`config.mk`:
```
export PLATFORM = sky130hd
export DESIGN_NAME = mux_arb_n
export DESIGN_NICKNAME = d
export VERILOG_FILES = /design/src/rtl/mux_arb_pkg.sv /design/src/rtl/rr_pick.sv /design/src/rtl/mux_arb_n.sv
export SDC_FILE = /design/constraint.sdc
export NUM_CORES = 1
export LEC_CHECK = 0
export BUFFER_PORTS_ARGS = -buffer_cell sky130_fd_sc_hd__buf_2
export CORE_MARGIN = 2
export CORE_UTILIZATION = 50
export CTS_BUF_LIST = sky130_fd_sc_hd__clkbuf_2 sky130_fd_sc_hd__clkbuf_4 sky130_fd_sc_hd__clkbuf_8
export DETAILED_ROUTE_END_ITERATION = 12
export PLACE_DENSITY = 0.87
export RECOVER_POWER = 25
export SLEW_MARGIN = 20
export SYNTH_ARGS = -nofsm -noshare
export SYNTH_HDL_FRONTEND = slang
export SYNTH_SLANG_ARGS = --single-unit
```
`constraint.sdc`:
```
create_clock -name clk -period 6.39 [get_ports clk]
set_input_delay 0 -clock clk [delete_from_list [all_inputs] [get_ports clk]]
set_output_delay 0 -clock clk [all_outputs]
set_load 0.01 [all_outputs]
```
`src/rtl/mux_arb_pkg.sv`:
```
// Shared types and helpers for the N-to-1 registered arbiter/selector.
// Holds the mode encoding and the channel-index width helper.
package mux_arb_pkg;

  typedef enum logic {
    MODE_FIXED = 1'b0,
    MODE_RR    = 1'b1
  } mux_mode_t;

  function automatic int idx_w(input int n);
    return (n > 1) ? $clog2(n) : 1;
  endfunction

endpackage

```
`src/rtl/rr_pick.sv`:
```
// Combinational rotating-priority picker: grants the first requester
// after `last`, wrapping modulo N. Ports: req, last -> gnt, gnt_idx.
module rr_pick
  import mux_arb_pkg::*;
#(
  parameter int N    = 8,
  parameter int SELW = idx_w(N)
) (
  input  logic [N-1:0]    req,
  input  logic [SELW-1:0] last,
  output logic [N-1:0]    gnt,
  output logic [SELW-1:0] gnt_idx
);

  logic            found;
  logic [SELW-1:0] cand;
  int              pos;

  // last is always a legal index (< N), so one subtraction wraps.
  always_comb begin
    gnt     = '0;
    gnt_idx = '0;
    found   = 1'b0;
    cand    = '0;
    pos     = 0;
    for (int k = 1; k <= N; k++) begin
      pos = int'(last) + k;
      if (pos >= N) pos = pos - N;
      cand = SELW'(pos);
      if (!found && req[cand]) begin
        found     = 1'b1;
        gnt[cand] = 1'b1;
        gnt_idx   = cand;
      end
    end
  end

endmodule

```
`src/rtl/mux_arb_n.sv`:
```
// N-to-1 selector with fixed/round-robin grant and one output register.
// Ports: in_valid/in_data/in_ready per channel, out_* registered side.
module mux_arb_n
  import mux_arb_pkg::*;
#(
  parameter int WIDTH = 32,
  parameter int N     = 8,
  parameter int SELW  = idx_w(N)
) (
  input  logic               clk,
  input  logic               reset,
  input  logic               mode,
  input  logic [SELW-1:0]    sel,
  input  logic [N-1:0]       in_valid,
  input  logic [N*WIDTH-1:0] in_data,
  output logic [N-1:0]       in_ready,
  output logic               out_valid,
  output logic [WIDTH-1:0]   out_data,
  output logic [SELW-1:0]    out_chan,
  input  logic               out_ready
);

  logic [WIDTH-1:0] ch [N];

  for (genvar g = 0; g < N; g++) begin : g_ch
    assign ch[g] = in_data[g*WIDTH +: WIDTH];
  end

  logic             out_valid_q, out_valid_d;
  logic [WIDTH-1:0] out_data_q, out_data_d;
  logic [SELW-1:0]  out_chan_q, out_chan_d;
  logic [SELW-1:0]  last_q, last_d;

  logic             load_en;
  logic             xfer;
  logic [N-1:0]     rr_gnt;
  logic [SELW-1:0]  rr_idx;
  logic [N-1:0]     fix_gnt;
  logic [N-1:0]     grant;
  logic [SELW-1:0]  gidx;
  mux_mode_t        mode_e;

  assign mode_e  = mux_mode_t'(mode);
  assign load_en = !out_valid_q || out_ready;

  rr_pick #(
    .N    (N),
    .SELW (SELW)
  ) u_pick (
    .req     (in_valid),
    .last    (last_q),
    .gnt     (rr_gnt),
    .gnt_idx (rr_idx)
  );

  // Out-of-range sel (possible when N is not a power of 2) grants nothing.
  always_comb begin
    fix_gnt = '0;
    if (int'(sel) < N) fix_gnt[sel] = in_valid[sel];
  end

  assign grant = (mode_e == MODE_RR) ? rr_gnt : fix_gnt;
  assign gidx  = (mode_e == MODE_RR) ? rr_idx : sel;

  assign in_ready = (reset || !load_en) ? '0 : grant;
  assign xfer     = |in_ready;

  always_comb begin
    out_valid_d = out_valid_q;
    out_data_d  = out_data_q;
    out_chan_d  = out_chan_q;
    last_d      = last_q;
    if (xfer) begin
      out_valid_d = 1'b1;
      out_data_d  = ch[gidx];
      out_chan_d  = gidx;
      last_d      = gidx;
    end else if (load_en) begin
      out_valid_d = 1'b0;
    end
  end

  // Pointer resets to N-1 so the first search starts at channel 0.
  always_ff @(posedge clk or posedge reset) begin
    if (reset) begin
      out_valid_q <= 1'b0;
      out_data_q  <= '0;
      out_chan_q  <= '0;
      last_q      <= SELW'(N-1);
    end else begin
      out_valid_q <= out_valid_d;
      out_data_q  <= out_data_d;
      out_chan_q  <= out_chan_d;
      last_q      <= last_d;
    end
  end

  assign out_valid = out_valid_q;
  assign out_data  = out_data_q;
  assign out_chan  = out_chan_q;

endmodule
```
==> metrics.txt <==
Int Pwr 0.00257 W; fin cells 1779; fin crit share 92.2%; crit path launch type flip-flop; PwrDens 528 nW/µm²; core footprint 18800 µm²; Routed WL per cell 21.8 µm; Crit path max-delay family compound AO/OA/AOI/OAI gates; CTS tree done; unrepaired setup endpoints after global routing no; clk slew on worst S/H paths 0.09 ns; Clk pwr share 3.9%; Area contributors post-synth mux2i_1 11%, dfrtp_1 9.3%, o21ai_0 7.8%, a211oi_1 6.2%, a221oi_1 5.7%; Ys Warns 0; Clock Path Buffers 2; Hold Vio Cnt, Final 0; io pins 315; area of placed instances 11100 µm²; most common cell in the netlist o21ai_0; Combinational Power Share 87.2%; # setup viols final 0; worst min-delay path category in -> reg; Post-synth ARST share 100%; CP arrival 6.08 ns; Post-synth top cells 150 x o21ai_0, 107 x clkbuf_1, 107 x mux2i_1, 94 x nand3_1, 80 x a211oi_1; status finished clean; routability cong. 0.998; largest net degree at the start of global routing 125; Vias 12300; ratio of cells with drive above 1 in the final layout 25.8%; Leak 4.71 nW; switching share of power 56.7%; H-Tree Depth 2; post-route cell area 11200 µm²; Routed Antenna Nets 0; Netlist cell types 76; Max Slew Vio Count 0; crit-path cells inv_1 > ha_1 > mux2_2 > mux2_4 > o221ai_2 > nand3_1 > and3_2 > a31o_2 > buf_4 > a221oi_1 > nand2_1 > o211a_1 > o31a_1; cts repair resizes 0; Max-slew headroom 32.8%; die span in y 143 µm; post-synthesis area per instance 7.28 µm²; initial antenna violation count 4; Port Buffers 314; peak supply drop 0.000559 V; setup_tns 0 ns; Num Clock Sinks 39; slowest stage delay, CP 0.85 ns; first-pass GRT wire length 58.7 mm; endpoint class of the critical path flip-flop; Die Width 143 µm; sequential power share 8.9%; Yosys top cell area share 11.1%; Crit-path slowest cell ha_1; Hold-fix buffers, CTS 2; post-synth net total 1608; WP data required 6.58 ns; area of the mapped netlist 9680 µm²; ys flop type dfrtp_1; residual DRC count 0; number of global-route vias before repair 10900; Cells after DPL 1766; drt first pass iters 7; Net Switching 0.00336 W; clock skew 0.0181 ns; fin nets 1792; P&R area growth vs syn 15.9%; maximum clock frequency 0.170 GHz; Clock Latency Late Sink 0.31 ns; Syn Inst Count 1331; Total GRT Usage 35.9%; Cell Rows 50; post-CTS setup buffer count 0; CP bufs+invs 2; worst-margin pin slew 1.01 ns; Routed WL 38.8 mm; EDFF count, synth 0; DP HPWL 27.8 mm; Via-to-Cell Ratio 6.92; sequential element share of the synthesized area 10.1%; Initial Utilization 51.4%; crit path max fanout 37; max_cap viols 0; GRT overflow 0; total die area 20500 µm²; initial DRC count 1406; Tmin final 5.89 ns; root buffer cell clkbuf_8; post-synthesis register bit count 39; critical path class reg -> reg; cts bufs inserted 5; Yosys top cell by area mux2i_1
## sequential cells by signal (all words and copies together), names as in the netlist
signal,flops
out_chan,3
out_data,32
out_valid,1
last_q,3
## metal layers
| layer | global-route usage [%] | vias up | part of all wire, % |
|---|---|---|---|
| li1 | - | 5583 | - |
| met1 | 45.1 | 5718 | 38 |
| met2 | 57.0 | 842 | 45 |
| met3 | 7.08 | 156 | 10 |
| met4 | 21.3 | 4 | 6.5 |
| met5 | 0 | - | 0.062 |
## path summary, 6_finish.rpt
path                              start            to  slack [ns]  cells after the start
min reg2reg                out_data[17]  out_data[17]        0.52                      1
min in group asynchronous         reset  out_data[28]        0.47                      3
min                        in_data[219]  out_data[27]        0.08                      3
max                           last_q[1]   out_data[8]        0.50                     13
max reg2reg                   last_q[1]   out_data[8]        0.50                     13
max in group asynchronous         reset   out_data[7]        5.35                      3
## area by class of cell
cell class	instances	area, µm²
clock inverters	2	35.0
clock buffers	6	82.6
fillers	1756	7600
diodes	3	7.51
multi-input cells	1075	7820
inverters	54	203
well taps	260	325
repair buffers	340	1770
flip-flops and latches	39	980
## tightest hold or removal path, delay by kind of cell
kind | cells | cell delay, ns
buffers and inverters | 1 | 0.14
AO/OA/AOI/OAI | 2 | 0.21
## power by group through the flow
| stage | clock, W | sequential (W) | combinational [W] |
|---|---|---|---|
| 6_report | 0.000230 | 0.000531 | 0.00517 |
| 2_1_floorplan | 0 | 0.000525 | 0.00375 |
| 5_1_grt | 0.000243 | 0.000541 | 0.00553 |
| 4_1_cts | 0.000234 | 0.000523 | 0.00510 |
| 3_5_place_dp | 0 | 0.000524 | 0.00508 |
| 3_3_place_gp | 0 | 0.000522 | 0.00505 |
## cell usage in the layout (no fill, tap or decap), types with 4 or more instances in the layout
cell / netlist / routed
buf_2: 30 / 282
o21ai_0: 150 / 150
mux2i_1: 107 / 107
nand3_1: 94 / 94
a211oi_1: 80 / 80
a31oi_1: 68 / 67
nand2_1: 66 / 66
nor2b_1: 65 / 65
a221oi_1: 63 / 63
inv_1: 53 / 52
nor2_1: 38 / 38
dfrtp_1: 36 / 36
a32oi_1: 31 / 31
clkbuf_1: 107 / 30
mux2_2: 29 / 29
and2_1: 28 / 28
nor3_1: 26 / 26
nand2b_1: 23 / 23
buf_4: 4 / 22
o31a_1: 20 / 20
a22o_1: 19 / 19
a221o_1: 19 / 19
o211a_1: 18 / 18
mux2_4: 12 / 12
mux4_2: 10 / 10
a21oi_1: 10 / 10
nand4_1: 7 / 7
clkbuf_8: 0 / 7
ha_1: 6 / 6
a22oi_1: 5 / 5
o211ai_1: 5 / 5
and3_1: 6 / 4
o221ai_1: 4 / 4
o32ai_1: 4 / 4
o21a_1: 4 / 4
o311ai_0: 4 / 4
## through the flow
stage               hold slack [ns]  worst slack [ns]  total power (W)  util (%)
finish                       0.0754             0.500          0.00593      59.6
global route                 0.0847             0.261          0.00631      59.6
CTS                          0.0539             0.644          0.00585      59.8
detailed placement            0.257             0.657          0.00561      59.1
global placement              0.225             0.726          0.00558      59.1
floorplan                     0.200              1.77          0.00427         -
## logic make-up after synthesis
logic type	after synthesis	share of synthesized area, %
adder cells (fa/ha/maj)	6	0.775
AND/OR/NAND/NOR	376	20.3
multiplexers	159	18.9
buffers and inverters	217	9.68
AO/OA/AOI/OAI	531	39.5
XOR/XNOR	3	0.737
flip-flops	39	10.1
Note: power is estimated with default switching activity, not from simulation.
